<file path="config.mk">
export PLATFORM = sky130hd
export DESIGN_NAME = mul_div_unit
export DESIGN_NICKNAME = d
export VERILOG_FILES = /design/src/rtl/mul_div_unit.sv
export SDC_FILE = /design/constraint.sdc
export NUM_CORES = 1
export LEC_CHECK = 0
export ABC_CLOCK_PERIOD_IN_PS = 3750
export CAP_MARGIN = 15
export CORE_MARGIN = 1.5
export CORE_UTILIZATION = 40
export CTS_BUF_LIST = sky130_fd_sc_hd__clkbuf_4
export CTS_CLUSTER_SIZE = 14
export DETAILED_ROUTE_END_ITERATION = 6
export DONT_BUFFER_PORTS = 1
export GPL_TIMING_DRIVEN = 0
export PLACE_DENSITY = 0.63
export SETUP_SLACK_MARGIN = 0.5
export SLEW_MARGIN = 20
export SYNTH_ARGS = -nofsm -noshare
export SYNTH_HDL_FRONTEND = slang
export SYNTH_SLANG_ARGS = --single-unit
</file>
<file path="constraint.sdc">
create_clock -name clk -period 3.75 [get_ports clk]
set_input_delay 0.9375 -clock clk [delete_from_list [all_inputs] [get_ports clk]]
set_output_delay 0.9375 -clock clk [all_outputs]
set_load 0.03 [all_outputs]
</file>
<file path="src/rtl/mul_div_unit.sv">
// ---------------------------------------------------------------------------
// mul_div_unit
//
// Iterative multiply/divide unit with architectural HI/LO registers.
// Multiplication is radix-2 shift-add, division is restoring. Both work on
// operand magnitudes, with the result signs fixed up in a single FIX cycle.
//
// Optional feature macro: MDU_DIV_EN
//   defined   -> DIV (op 010) and DIVU (op 011) are implemented.
//   undefined -> no divider datapath. Ops 010/011 are ignored like illegal
//                ops, and div_by_zero is tied low.
//
// Parameters
//   WIDTH        operand / HI / LO width, 8..64 (default 32)
//
// Ports
//   clk          single clock, rising edge
//   rst_n        asynchronous active-low reset
//   start        request, sampled only while busy = 0
//   op[2:0]      000 MULT, 001 MULTU, 010 DIV, 011 DIVU, 100 MTHI, 101 MTLO,
//                110/111 ignored
//   A            multiplicand / dividend / MTHI-MTLO source
//   B            multiplier / divisor
//   busy         FSM is not in IDLE
//   done         one-cycle pulse: hi/lo hold a new MULT/DIV result
//   div_by_zero  set with done for a division by zero, held until the next
//                accepted start
//   hi, lo       HI (product upper half / remainder) and
//                LO (product lower half / quotient)
//
// Handshake: a request is accepted at a rising edge where start = 1 and the
// FSM is IDLE (busy = 0). op/A/B are captured at that edge only. start while
// busy = 1 is dropped, never queued. A new request may be accepted in the
// same cycle that done is high.
//
// Debug: the FSM state is held in the enum signal 'state'.
// ---------------------------------------------------------------------------
module mul_div_unit #(
  parameter int WIDTH = 32
) (
  input  logic             clk,
  input  logic             rst_n,
  input  logic             start,
  input  logic [2:0]       op,
  input  logic [WIDTH-1:0] A,
  input  logic [WIDTH-1:0] B,
  output logic             busy,
  output logic             done,
  output logic             div_by_zero,
  output logic [WIDTH-1:0] hi,
  output logic [WIDTH-1:0] lo
);

  localparam logic [2:0] OP_MULT  = 3'b000;
  localparam logic [2:0] OP_MULTU = 3'b001;
  localparam logic [2:0] OP_DIV   = 3'b010;
  localparam logic [2:0] OP_DIVU  = 3'b011;
  localparam logic [2:0] OP_MTHI  = 3'b100;
  localparam logic [2:0] OP_MTLO  = 3'b101;

  localparam int            CW   = (WIDTH > 1) ? $clog2(WIDTH) : 1;
  localparam logic [CW-1:0] LAST = CW'(WIDTH - 1);

  typedef enum logic [1:0] {
    IDLE = 2'd0,
    CALC = 2'd1,
    FIX  = 2'd2
  } state_t;

  state_t           state;
  logic [CW-1:0]    cnt;
  // acc_hi/acc_lo: multiply -> partial product / remaining multiplier bits,
  //                divide   -> partial remainder / dividend shifting into quotient.
  logic [WIDTH-1:0] acc_hi;
  logic [WIDTH-1:0] acc_lo;
  // opnd: multiplicand magnitude (multiply) or divisor magnitude (divide).
  logic [WIDTH-1:0] opnd;
  logic             neg_lo;   // negate product / quotient at FIX

  // Request decode
  logic             is_mul_op;
  logic             is_div_op;
  logic             signed_op;
  logic             a_neg;
  logic             b_neg;
  logic [WIDTH-1:0] a_mag;
  logic [WIDTH-1:0] b_mag;

  // Shift-add step
  logic [WIDTH:0]     mul_sum;
  logic [2*WIDTH-1:0] prod;
  logic [2*WIDTH-1:0] prod_fix;

  assign is_mul_op = (op == OP_MULT) || (op == OP_MULTU);

`ifdef MDU_DIV_EN
  logic             k_mul;    // 1: multiply in flight, 0: divide in flight
  logic             k_div0;   // divide with zero divisor in flight
  logic             neg_hi;   // negate remainder at FIX
  logic             dbz;

  logic [WIDTH:0]   div_sh;
  logic             div_ge;
  logic [WIDTH-1:0] div_rem;
  logic [WIDTH-1:0] q_fix;
  logic [WIDTH-1:0] r_fix;

  assign is_div_op = (op == OP_DIV) || (op == OP_DIVU);
  assign signed_op = (op == OP_MULT) || (op == OP_DIV);

  // Restoring step: shift the next dividend bit into the partial remainder
  // and subtract the divisor when it fits. The remainder stays below the
  // divisor, so the low WIDTH bits of the difference are exact.
  assign div_sh  = {acc_hi, acc_lo[WIDTH-1]};
  assign div_ge  = (div_sh >= {1'b0, opnd});
  assign div_rem = div_sh[WIDTH-1:0] - opnd;

  assign q_fix = neg_lo ? -acc_lo : acc_lo;
  assign r_fix = neg_hi ? -acc_hi : acc_hi;

  assign div_by_zero = dbz;
`else
  assign is_div_op   = 1'b0;
  assign signed_op   = (op == OP_MULT);
  assign div_by_zero = 1'b0;
`endif

  // Magnitudes. The most negative value maps onto itself, which is the
  // correct unsigned magnitude 2^(WIDTH-1).
  assign a_neg = signed_op & A[WIDTH-1];
  assign b_neg = signed_op & B[WIDTH-1];
  assign a_mag = a_neg ? -A : A;
  assign b_mag = b_neg ? -B : B;

  // Add the multiplicand when the current multiplier bit is set. The carry is
  // kept and shifted down into acc_hi together with the rest of the sum.
  assign mul_sum  = {1'b0, acc_hi} + (acc_lo[0] ? {1'b0, opnd} : {(WIDTH+1){1'b0}});
  assign prod     = {acc_hi, acc_lo};
  assign prod_fix = neg_lo ? -prod : prod;

  assign busy = (state != IDLE);

  always_ff @(posedge clk or negedge rst_n) begin
    if (!rst_n) begin
      state  <= IDLE;
      cnt    <= '0;
      acc_hi <= '0;
      acc_lo <= '0;
      opnd   <= '0;
      neg_lo <= 1'b0;
      hi     <= '0;
      lo     <= '0;
      done   <= 1'b0;
`ifdef MDU_DIV_EN
      k_mul  <= 1'b0;
      k_div0 <= 1'b0;
      neg_hi <= 1'b0;
      dbz    <= 1'b0;
`endif
    end else begin
      done <= 1'b0;
      case (state)
        IDLE: begin
          if (start) begin
            if (is_mul_op) begin
              state  <= CALC;
              cnt    <= '0;
              opnd   <= a_mag;
              acc_hi <= '0;
              acc_lo <= b_mag;
              neg_lo <= a_neg ^ b_neg;
`ifdef MDU_DIV_EN
              k_mul  <= 1'b1;
              k_div0 <= 1'b0;
              neg_hi <= 1'b0;
              dbz    <= 1'b0;
`endif
            end
`ifdef MDU_DIV_EN
            else if (is_div_op) begin
              state <= CALC;
              cnt   <= '0;
              opnd  <= b_mag;
              k_mul <= 1'b0;
              dbz   <= 1'b0;
              if (B == '0) begin
                // Preload the zero-divisor result. CALC leaves on its first
                // edge and FIX copies it out unchanged.
                k_div0 <= 1'b1;
                acc_hi <= A;
                acc_lo <= '1;
                neg_lo <= 1'b0;
                neg_hi <= 1'b0;
              end else begin
                k_div0 <= 1'b0;
                acc_hi <= '0;
                acc_lo <= a_mag;
                neg_lo <= a_neg ^ b_neg;
                neg_hi <= a_neg;
              end
            end
`endif
            else if (op == OP_MTHI) begin
              hi <= A;
`ifdef MDU_DIV_EN
              dbz <= 1'b0;
`endif
            end else if (op == OP_MTLO) begin
              lo <= A;
`ifdef MDU_DIV_EN
              dbz <= 1'b0;
`endif
            end
            // Remaining opcodes are ignored entirely.
          end
        end

        CALC: begin
`ifdef MDU_DIV_EN
          if (k_div0) begin
            state <= FIX;
          end else begin
            if (k_mul) begin
              acc_hi <= mul_sum[WIDTH:1];
              acc_lo <= {mul_sum[0], acc_lo[WIDTH-1:1]};
            end else begin
              acc_hi <= div_ge ? div_rem : div_sh[WIDTH-1:0];
              acc_lo <= {acc_lo[WIDTH-2:0], div_ge};
            end
            cnt <= cnt + CW'(1);
            if (cnt == LAST) state <= FIX;
          end
`else
          acc_hi <= mul_sum[WIDTH:1];
          acc_lo <= {mul_sum[0], acc_lo[WIDTH-1:1]};
          cnt    <= cnt + CW'(1);
          if (cnt == LAST) state <= FIX;
`endif
        end

        FIX: begin
`ifdef MDU_DIV_EN
          if (k_mul) begin
            hi <= prod_fix[2*WIDTH-1:WIDTH];
            lo <= prod_fix[WIDTH-1:0];
          end else begin
            hi <= r_fix;
            lo <= q_fix;
          end
          dbz <= k_div0;
`else
          hi <= prod_fix[2*WIDTH-1:WIDTH];
          lo <= prod_fix[WIDTH-1:0];
`endif
          done  <= 1'b1;
          state <= IDLE;
        end

        default: state <= IDLE;
      endcase
    end
  end

endmodule

</file>
==> results of run 1 <==
==> power by group through the flow <==
stage	registers (mW)	logic (mW)	clock network, mW
4_1_cts	4.30	3.86	1.13
3_3_place_gp	4.32	3.74	0
3_5_place_dp	4.34	3.79	0
6_report	4.33	4.07	1.12
2_1_floorplan	3.89	2.92	0
5_1_grt	4.41	4.49	1.20
==> layer usage <==
layer / vias to the layer above / wire, um / global-route usage (%)
met4: 0 / 1700 / 11.1
met2: 702 / 19600 / 44.2
li1: 5297 / - / -
met3: 97 / 5690 / 8.31
met1: 5795 / 19100 / 41.1
met5: - / 0 / 0
==> cell usage in the layout (no fill, tap or decap), types with 17 or more instances in the layout <==
cell type,n
sky130_fd_sc_hd__o21ai_0,133
sky130_fd_sc_hd__nor3_1,35
sky130_fd_sc_hd__a21oi_1,74
sky130_fd_sc_hd__o221ai_1,21
sky130_fd_sc_hd__o21ai_1,18
sky130_fd_sc_hd__o31ai_1,24
sky130_fd_sc_hd__nand3_1,36
sky130_fd_sc_hd__or3_1,19
sky130_fd_sc_hd__xnor2_1,43
sky130_fd_sc_hd__clkbuf_4,17
sky130_fd_sc_hd__xor2_1,64
sky130_fd_sc_hd__and2_1,36
sky130_fd_sc_hd__clkbuf_1,76
sky130_fd_sc_hd__a22oi_1,26
sky130_fd_sc_hd__or4_1,18
sky130_fd_sc_hd__inv_1,18
sky130_fd_sc_hd__dfrtp_1,169
sky130_fd_sc_hd__nor2_1,92
sky130_fd_sc_hd__nand4_1,24
sky130_fd_sc_hd__ha_1,37
sky130_fd_sc_hd__nand2_1,163
==> final cells by class <==
type	instances	area [sq um]
multi-input cells	1131	7280
inverters	19	71.3
diodes	2	5.00
fillers	2957	16000
clock buffers	17	128
flip-flops and latches	169	4230
plain buffers	95	385
clock inverters	14	151
well taps	384	480
repair buffers	10	118
==> repair_timing <==
| item | CTS | global route |
|---|---|---|
| hold endpoints to repair | 112 | 89 |
| endpoints found under the setup margin | 27 | 24 |
| pin swaps | 2 | 3 |
| gates resized for setup | 15 | 37 |
| setup buffers | 3 | 4 |
==> cell usage after synthesis, types with 4 or more instances <==
library cell	instances	area, sq um
sky130_fd_sc_hd__inv_1	18	67.6
sky130_fd_sc_hd__or3_1	19	119
sky130_fd_sc_hd__buf_1	5	18.8
sky130_fd_sc_hd__ha_1	37	463
sky130_fd_sc_hd__nor2b_1	13	81.3
sky130_fd_sc_hd__and4_1	7	61.3
sky130_fd_sc_hd__a22o_1	15	131
sky130_fd_sc_hd__a211oi_1	8	60.1
sky130_fd_sc_hd__o221ai_1	21	184
sky130_fd_sc_hd__xnor2_1	43	377
sky130_fd_sc_hd__clkbuf_1	87	327
sky130_fd_sc_hd__a22oi_1	26	195
sky130_fd_sc_hd__nand2_1	164	616
sky130_fd_sc_hd__o21a_1	7	52.6
sky130_fd_sc_hd__nand2b_1	11	68.8
sky130_fd_sc_hd__a32o_1	4	40.0
sky130_fd_sc_hd__a21o_1	15	113
sky130_fd_sc_hd__xor2_1	64	561
sky130_fd_sc_hd__o21ai_0	137	686
sky130_fd_sc_hd__o21bai_1	7	52.6
sky130_fd_sc_hd__o22ai_1	11	68.8
sky130_fd_sc_hd__dfrtp_1	169	4230
sky130_fd_sc_hd__a31oi_1	9	56.3
sky130_fd_sc_hd__mux2i_1	15	150
sky130_fd_sc_hd__and2_1	36	225
sky130_fd_sc_hd__o21ai_1	15	75.1
sky130_fd_sc_hd__and3_1	9	56.3
sky130_fd_sc_hd__a21oi_1	77	385
sky130_fd_sc_hd__o211ai_1	7	52.6
sky130_fd_sc_hd__or2_2	6	37.5
sky130_fd_sc_hd__a311oi_1	4	35.0
sky130_fd_sc_hd__nor4_1	17	106
sky130_fd_sc_hd__nand4_1	24	150
sky130_fd_sc_hd__a211o_1	13	114
sky130_fd_sc_hd__nand3_1	37	185
sky130_fd_sc_hd__nor2_1	94	353
sky130_fd_sc_hd__o31ai_1	24	180
sky130_fd_sc_hd__a221oi_1	7	61.3
sky130_fd_sc_hd__nor3_1	36	180
sky130_fd_sc_hd__nand3b_1	6	45.0
sky130_fd_sc_hd__or4_1	18	135
sky130_fd_sc_hd__a222oi_1	9	90.1
sky130_fd_sc_hd__o41ai_1	13	114
==> final timing paths <==
path	from	to	slack (ns)	cells after the start
min in group clk	B[29]	acc_lo[29]	0.42	2
setup reg to reg	state[0]	acc_hi[17]	0.59	6
hold reg to reg	opnd[20]	opnd[20]	0.50	2
hold / removal	rst_n	done	0.19	1
max in group asynchronous	rst_n	lo[10]	2.44	1
setup / recovery	state[0]	acc_hi[17]	0.59	6
==> metrics by stage <==
step,instances,TNS [ns],total power [mW],cell area [sq um],worst slack [ns]
final,1841,0,9.52,12800,0.592
after global routing,1840,0,10.1,12800,0.455
after detailed placement,1798,-4.39,8.13,12300,-0.693
after floorplan,1414,0,6.80,11800,0.835
after CTS,1832,0,9.29,12700,0.417
after global placement,1798,-3.76,8.06,12300,-0.616
==> cells by family after synthesis <==
family | share of synthesized area, %
simple gates | 21.8
compound gates | 25.4
flops | 35.8
buf+inv | 3.68
xor+xnor | 7.93
fa+ha+maj | 4.09
mux | 1.27
other cells | 0.0317
==> sequential cells by signal, summed over array words and instances, names as in the netlist <==
signal and flops:
cnt 5, hi 32, lo 32, state 2, acc_hi 32, neg_lo 1, opnd 32, acc_lo 32
done 1
==> impl_table.tex, run 1 <==
\begin{tabular}{lr}
\hline
Metric & Value \\
\hline
\multicolumn{2}{l}{\textbf{Die}} \\
Area of the die & 0.0306 sq mm \\
Initial standard-cell utilization of the core & 40.9\% \\
I/O pin count & 137 \\
Placeable core region & 0.0289 sq mm \\
Width of the die & 175 um \\
Die Ht & 175 um \\
Standard-cell row count & 62 \\
\multicolumn{2}{l}{\textbf{Synthesis}} \\
Netlist area before placement & 0.0118 sq mm \\
Prevailing post-synth register cell & sky130\_fd\_sc\_hd\_\_dfrtp\_1 \\
Synthesized Nets & about 1500 \\
Mean Syn Cell Area & 8.35 sq um \\
Netlist cell types & 72 \\
Fraction of the yosys area taken by sequential cells & 35.8\% \\
Gate count after technology mapping & 1414 \\
Synth warn & 0 \\
Yosys reg bits & 169 \\
Async SR Flop Fraction & 100\% \\
EDFF count, synth & 0 \\
\multicolumn{2}{l}{\textbf{Pwr}} \\
Leakage component of the power & 5.15 nW \\
Internal power & about 4.5 mW \\
Clk pwr share & approximately an eighth \\
Maximum resistive drop on vdd & 0.000272 V \\
Power per cell area & between 700 and 800 mW/mm\^{}2 \\
Fraction of power consumed by combinational cells & 42.7\% \\
Share of power burned in registers & about 46\% \\
Switching component of the power & 4.98 mW \\
Switching share of power & 52.3\% \\
\multicolumn{2}{l}{\textbf{STA}} \\
Final period util & 84.2\% \\
Setup repair after global routing missed its margin & yes \\
Shortest clock period the worst path allows after layout & 3.16 ns \\
Max-slew violations & 0 \\
Skew final & 0.0412 ns \\
Fmax & about 0.32 GHz \\
Total of endpoints with negative setup slack in the final report & 0 \\
Hold slack final & between 0.15 and 0.2 ns \\
Max-Slew Margin vs Limit & 27.0\% \\
Actual transition at the worst max-transition pin & between 1 and 1.5 ns \\
Number of hold violations in the final report & 0 \\
\multicolumn{2}{l}{\textbf{Clock tree}} \\
Buffer levels on the longest clock path & 2 \\
Clock latency of the later-clocked register in the worst-skew pair & 0.63 ns \\
CTS tree & done \\
Number of buffers created by CTS & 17 \\
Clock Tree Root & sky130\_fd\_sc\_hd\_\_clkbuf\_4 \\
CTS clk-pin slew, worst paths & 0.19 ns \\
Clock Sinks & 169 \\
H-tree depth & 4 \\
\multicolumn{2}{l}{\textbf{Worst setup path}} \\
Crit Path Class & reg2reg \\
Most common cell type on the critical path & sky130\_fd\_sc\_hd\_\_clkbuf\_1 \\
Top Family by Delay on Critical Path & buffers and inverters \\
Endpoint type of the worst setup path & flop \\
Maximum fanout count along the critical path & 10 \\
Crit path buf inv count & 3 \\
Critical-path cell with the highest stage delay & sky130\_fd\_sc\_hd\_\_buf\_1 \\
Crit start category & flop \\
Delay of the slowest critical-path stage & 0.87 ns \\
Worst EP required & 4.31 ns \\
Arrival time reported for the critical path endpoint & 3.72 ns \\
Series of cell instances along the critical path & clkbuf\_1 -> nor2b\_1 -> clkbuf\_1 -> buf\_1 -> o2111ai\_1 -> nand3\_1 \\
\multicolumn{2}{l}{\textbf{Drt}} \\
Vias per inst & between 6 and 7 \\
Count of TritonRoute iterations in the first routing pass & 7 \\
Routed length per instance & 25.0 um \\
1st-iter DRT viols & 1615 \\
DRC & 0 \\
Final wirelength & 46.0 mm \\
Detailed-route via count & 11891 \\
Number of antenna-violating nets in the routed design & 0 \\
\multicolumn{2}{l}{\textbf{GRT}} \\
Number of global-route vias before repair & 11078 \\
Total global-route track usage & 29.8\% \\
Wire length of the first global-routing pass & 68.8 mm \\
Pin count of the biggest net entering global routing & 170 \\
Aggregate global routing overflow & 0 \\
Antenna violations before repair & 1 \\
\multicolumn{2}{l}{\textbf{Status}} \\
Run status & finished clean \\
\multicolumn{2}{l}{\textbf{Cells and area}} \\
Share of cells above drive strength 1 & 5.98\% \\
Area growth, synth to finish & 8.74\% \\
Nets & 1551 \\
Final design utilization & $\sim$45\% \\
\multicolumn{2}{l}{\textbf{Placement}} \\
Number of port buffers & 0 \\
Global placement routability congestion & slightly below 1 \\
HPWL reported at the end of detailed placement & approximately 35 mm \\
\multicolumn{2}{l}{\textbf{Hold path}} \\
Class of the tightest hold or removal check & in2async \\
\multicolumn{2}{l}{\textbf{Run}} \\
Number of max-cap violations & 0 \\
\hline
\end{tabular}
Note: power is estimated with default switching activity, not from simulation.
==> run 2: changes to the inputs <==
--- a/config.mk
+++ b/config.mk
@@ -5,7 +5,7 @@
 export SDC_FILE = /design/constraint.sdc
 export NUM_CORES = 1
 export LEC_CHECK = 0
-export ABC_CLOCK_PERIOD_IN_PS = 3750
+export ABC_CLOCK_PERIOD_IN_PS = 2600
 export CAP_MARGIN = 15
 export CORE_MARGIN = 1.5
 export CORE_UTILIZATION = 40
@@ -14,7 +14,7 @@
 export DETAILED_ROUTE_END_ITERATION = 6
 export DONT_BUFFER_PORTS = 1
 export GPL_TIMING_DRIVEN = 0
-export PLACE_DENSITY = 0.63
+export PLACE_DENSITY = 0.65
 export SETUP_SLACK_MARGIN = 0.5
 export SLEW_MARGIN = 20
 export SYNTH_ARGS = -nofsm -noshare
==> constraint.sdc (replaced) <==
create_clock -name clk -period 2.6 [get_ports clk]
set_input_delay 0.65 -clock clk [delete_from_list [all_inputs] [get_ports clk]]
set_output_delay 0.65 -clock clk [all_outputs]
set_load 0.03 [all_outputs]
==> impl_table.tex, run 2 (same netlist as run 1, synthesis figures left out) <==
\begin{tabular}{lr}
\hline
Metric & Value \\
\hline
\multicolumn{2}{l}{\textbf{STA}} \\
Actual transition at the worst max-transition pin & 1.27 ns (was 1.09 ns) \\
Max-slew violations & 0 (unchanged) \\
Max-Slew Margin vs Limit & 15.1\% (was 27.0\%) \\
Hold slack final & -0.312 ns (was 0.186 ns) \\
Final worst slack & -0.395 ns (was 0.592 ns) \\
Skew final & 0.0349 ns (was 0.0412 ns) \\
Setup total negative slack & -4.13 ns (was 0 ns) \\
Fmax & 0.334 GHz (was 0.317 GHz) \\
Shortest clock period the worst path allows after layout & 2.99 ns (was 3.16 ns) \\
Number of hold violations in the final report & 169 (was 0) \\
Final period util & 115\% (was 84.2\%) \\
Total of endpoints with negative setup slack in the final report & 26 (was 0) \\
Setup repair after global routing missed its margin & yes (unchanged) \\
\multicolumn{2}{l}{\textbf{Clock tree}} \\
H-tree depth & 4 (unchanged) \\
CTS tree & done (unchanged) \\
Clock Tree Root & sky130\_fd\_sc\_hd\_\_clkbuf\_4 (unchanged) \\
Buffer levels on the longest clock path & 2 (unchanged) \\
CTS clk-pin slew, worst paths & 0.16 ns (was 0.19 ns) \\
Clock latency of the later-clocked register in the worst-skew pair & 0.65 ns (was 0.63 ns) \\
Number of buffers created by CTS & 17 (unchanged) \\
Clock Sinks & 169 (unchanged) \\
\multicolumn{2}{l}{\textbf{Worst setup path}} \\
Delay of the slowest critical-path stage & 0.44 ns (was 0.87 ns) \\
Endpoint type of the worst setup path & flop (unchanged) \\
Worst EP required & 3.15 ns (was 4.31 ns) \\
Crit Path Class & reg2reg (unchanged) \\
Top Family by Delay on Critical Path & compound AO/OA/AOI/OAI gates (was buffers and inverters) \\
Arrival time reported for the critical path endpoint & 3.54 ns (was 3.72 ns) \\
Critical-path cell with the highest stage delay & sky130\_fd\_sc\_hd\_\_dfrtp\_1 (was sky130\_fd\_sc\_hd\_\_buf\_1) \\
Crit start category & flop (unchanged) \\
Maximum fanout count along the critical path & 5 (was 10) \\
Crit path buf inv count & 3 (unchanged) \\
Series of cell instances along the critical path & buf\_8 -> clkbuf\_4 -> and2\_1 -> ha\_1 -> a21oi\_1 -> o21ai\_2 -> a311oi\_4 -> buf\_6 -> nor4\_4 -> or3\_1 -> a32o\_1 (was clkbuf\_1 -> nor2b\_1 -> clkbuf\_1 -> buf\_1 -> o2111ai\_1 -> nand3\_1) \\
\multicolumn{2}{l}{\textbf{Cells and area}} \\
Most common library cell in the layout ignoring fill and taps & sky130\_fd\_sc\_hd\_\_nand2\_1 (was sky130\_fd\_sc\_hd\_\_dfrtp\_1) \\
Nets & 1650 (was 1551) \\
Share of cells above drive strength 1 & 28.4\% (was 5.98\%) \\
Leading cell types in the layout, fill and taps excluded & 150 x sky130\_fd\_sc\_hd\_\_nand2\_1, 149 x sky130\_fd\_sc\_hd\_\_dfrtp\_1, 87 x sky130\_fd\_sc\_hd\_\_o21ai\_0 (was 169 x sky130\_fd\_sc\_hd\_\_dfrtp\_1, 163 x sky130\_fd\_sc\_hd\_\_nand2\_1, 133 x sky130\_fd\_sc\_hd\_\_o21ai\_0) \\
Area growth, synth to finish & 31.8\% (was 8.74\%) \\
Final design utilization & 54.0\% (was 44.5\%) \\
Count of placed standard cells in the final layout, fillers left out & 1940 (was 1841) \\
\multicolumn{2}{l}{\textbf{GRT}} \\
Wire length of the first global-routing pass & 74.5 mm (was 68.8 mm) \\
Number of global-route vias before repair & 11944 (was 11078) \\
Met1 capacity usage during global routing & 41.9\% (was 41.1\%) \\
Pin count of the biggest net entering global routing & 170 (unchanged) \\
Antenna violations before repair & 2 (was 1) \\
Aggregate global routing overflow & 0 (unchanged) \\
Most utilized layer in the global route result & met2 (unchanged) \\
Total global-route track usage & 32.6\% (was 29.8\%) \\
GR Util met2 & 47.7\% (was 44.2\%) \\
Met3 track demand over resource & 13.1\% (was 8.31\%) \\
\multicolumn{2}{l}{\textbf{Die}} \\
Placeable core region & 0.0289 sq mm (unchanged) \\
Standard-cell row count & 62 (unchanged) \\
Initial standard-cell utilization of the core & 40.9\% (unchanged) \\
Width of the die & 175 um (unchanged) \\
Die Ht & 175 um (unchanged) \\
Area of the die & 0.0306 sq mm (unchanged) \\
I/O pin count & 137 (unchanged) \\
\multicolumn{2}{l}{\textbf{Status}} \\
Run status & finished with violations (was finished clean) \\
Violated checks & DRC, hold timing, setup timing \\
\multicolumn{2}{l}{\textbf{Pwr}} \\
Leakage component of the power & 6.16 nW (was 5.15 nW) \\
Power per cell area & 1090 mW/mm\^{}2 (was 741 mW/mm\^{}2) \\
Maximum resistive drop on vdd & 0.000407 V (was 0.000272 V) \\
\multicolumn{2}{l}{\textbf{Drt}} \\
Detailed-route via count & 12735 (was 11891) \\
1st-iter DRT viols & 1548 (was 1615) \\
Count of TritonRoute iterations in the first routing pass & 7 (unchanged) \\
Routed length per instance & 26.6 um (was 25.0 um) \\
Number of antenna-violating nets in the routed design & 0 (unchanged) \\
DRC & 2 (was 0) \\
Vias per inst & 6.56 (was 6.46) \\
Final wirelength & 51.5 mm (was 46.0 mm) \\
\multicolumn{2}{l}{\textbf{Placement}} \\
Global placement routability congestion & 0.963 (was 0.976) \\
Count of placed standard cells including taps & 1798 (unchanged) \\
HPWL reported at the end of detailed placement & 35.5 mm (was 34.7 mm) \\
Dpl ws & -1.08 ns (was -0.693 ns) \\
Number of port buffers & 0 (unchanged) \\
\multicolumn{2}{l}{\textbf{Hold path}} \\
Class of the tightest hold or removal check & in2async (unchanged) \\
\multicolumn{2}{l}{\textbf{Run}} \\
Number of max-cap violations & 0 (unchanged) \\
\hline
\end{tabular}
==> run 2: changes by cell type in the layout (fill, tap and decap cells not counted), moves of 19 or more <==
| cell | before | now |
|---|---|---|
| sky130_fd_sc_hd__buf_6 | 1 | 33 |
| sky130_fd_sc_hd__o21ai_1 | 18 | 43 |
| sky130_fd_sc_hd__buf_4 | 9 | 76 |
| sky130_fd_sc_hd__clkbuf_1 | 76 | 32 |
| sky130_fd_sc_hd__ha_4 | 0 | 19 |
| sky130_fd_sc_hd__dfrtp_2 | 0 | 20 |
| sky130_fd_sc_hd__o21ai_0 | 133 | 87 |
| sky130_fd_sc_hd__dfrtp_1 | 169 | 149 |
| sky130_fd_sc_hd__ha_1 | 37 | 17 |
==> run 2: final cells by class <==
| class | count | area [sq um] |
|---|---|---|
| Buffer | 95 | 661 |
| Inverter | 19 | 76.3 |
| Timing Repair Buffer | 109 | 1030 |
| Antenna cell | 1 | 2.50 |
| Tap cell | 384 | 480 |
| Multi-Input combinational cell | 1131 | 8750 |
| Sequential cell | 169 | 4250 |
| Clock buffer | 17 | 128 |
| Clock inverter | 15 | 188 |
| Fill cell | 2587 | 13300 |
==> run 2: power breakdown <==
group,switching [mW],internal (mW)
Combinational,4.67,4.02
Sequential,2.61,3.80
Clock,1.15,0.692
==> run 2: per-stage QoR <==
| step | area (sq um) | total power, mW |
|---|---|---|
| finish | 15600 | 16.9 |
| CTS | 14800 | 15.7 |
| floorplan | 12300 | 10.2 |
| global placement | 12800 | 12.0 |
| detailed placement | 12800 | 12.1 |
| global route | 15600 | 17.7 |
==> run 2: repair_timing <==
item,4_1_cts,5_1_grt
cloned,5,1
endpoints found under the setup margin,166,128
hold endpoints to repair,169,169
buffers inserted,64,39
pin swaps,73,90
resized for setup,277,148
==> run 2: routing by layer <==
| metal | share of wire, % | wire length (um) | vias up |
|---|---|---|---|
| li1 | - | - | 5514 |
| met1 | 39 | 20100 | 6238 |
| met2 | 43 | 22300 | 843 |
| met3 | 13 | 6880 | 140 |
| met4 | 4.4 | 2250 | 0 |
| met5 | 0 | 0 | - |
==> run 2: path summary, 6_finish.rpt <==
path	startpoint	to	slack (ns)	cells after the start
max	acc_lo[0]	acc_hi[28]	-0.39	11
min	rst_n	opnd[30]	-0.31	0
max reg2reg	acc_lo[0]	acc_hi[28]	-0.39	11
min reg2reg	opnd[26]	opnd[26]	0.50	2
max in group asynchronous	rst_n	acc_lo[9]	2.60	0
min in group clk	B[30]	acc_lo[30]	0.12	2
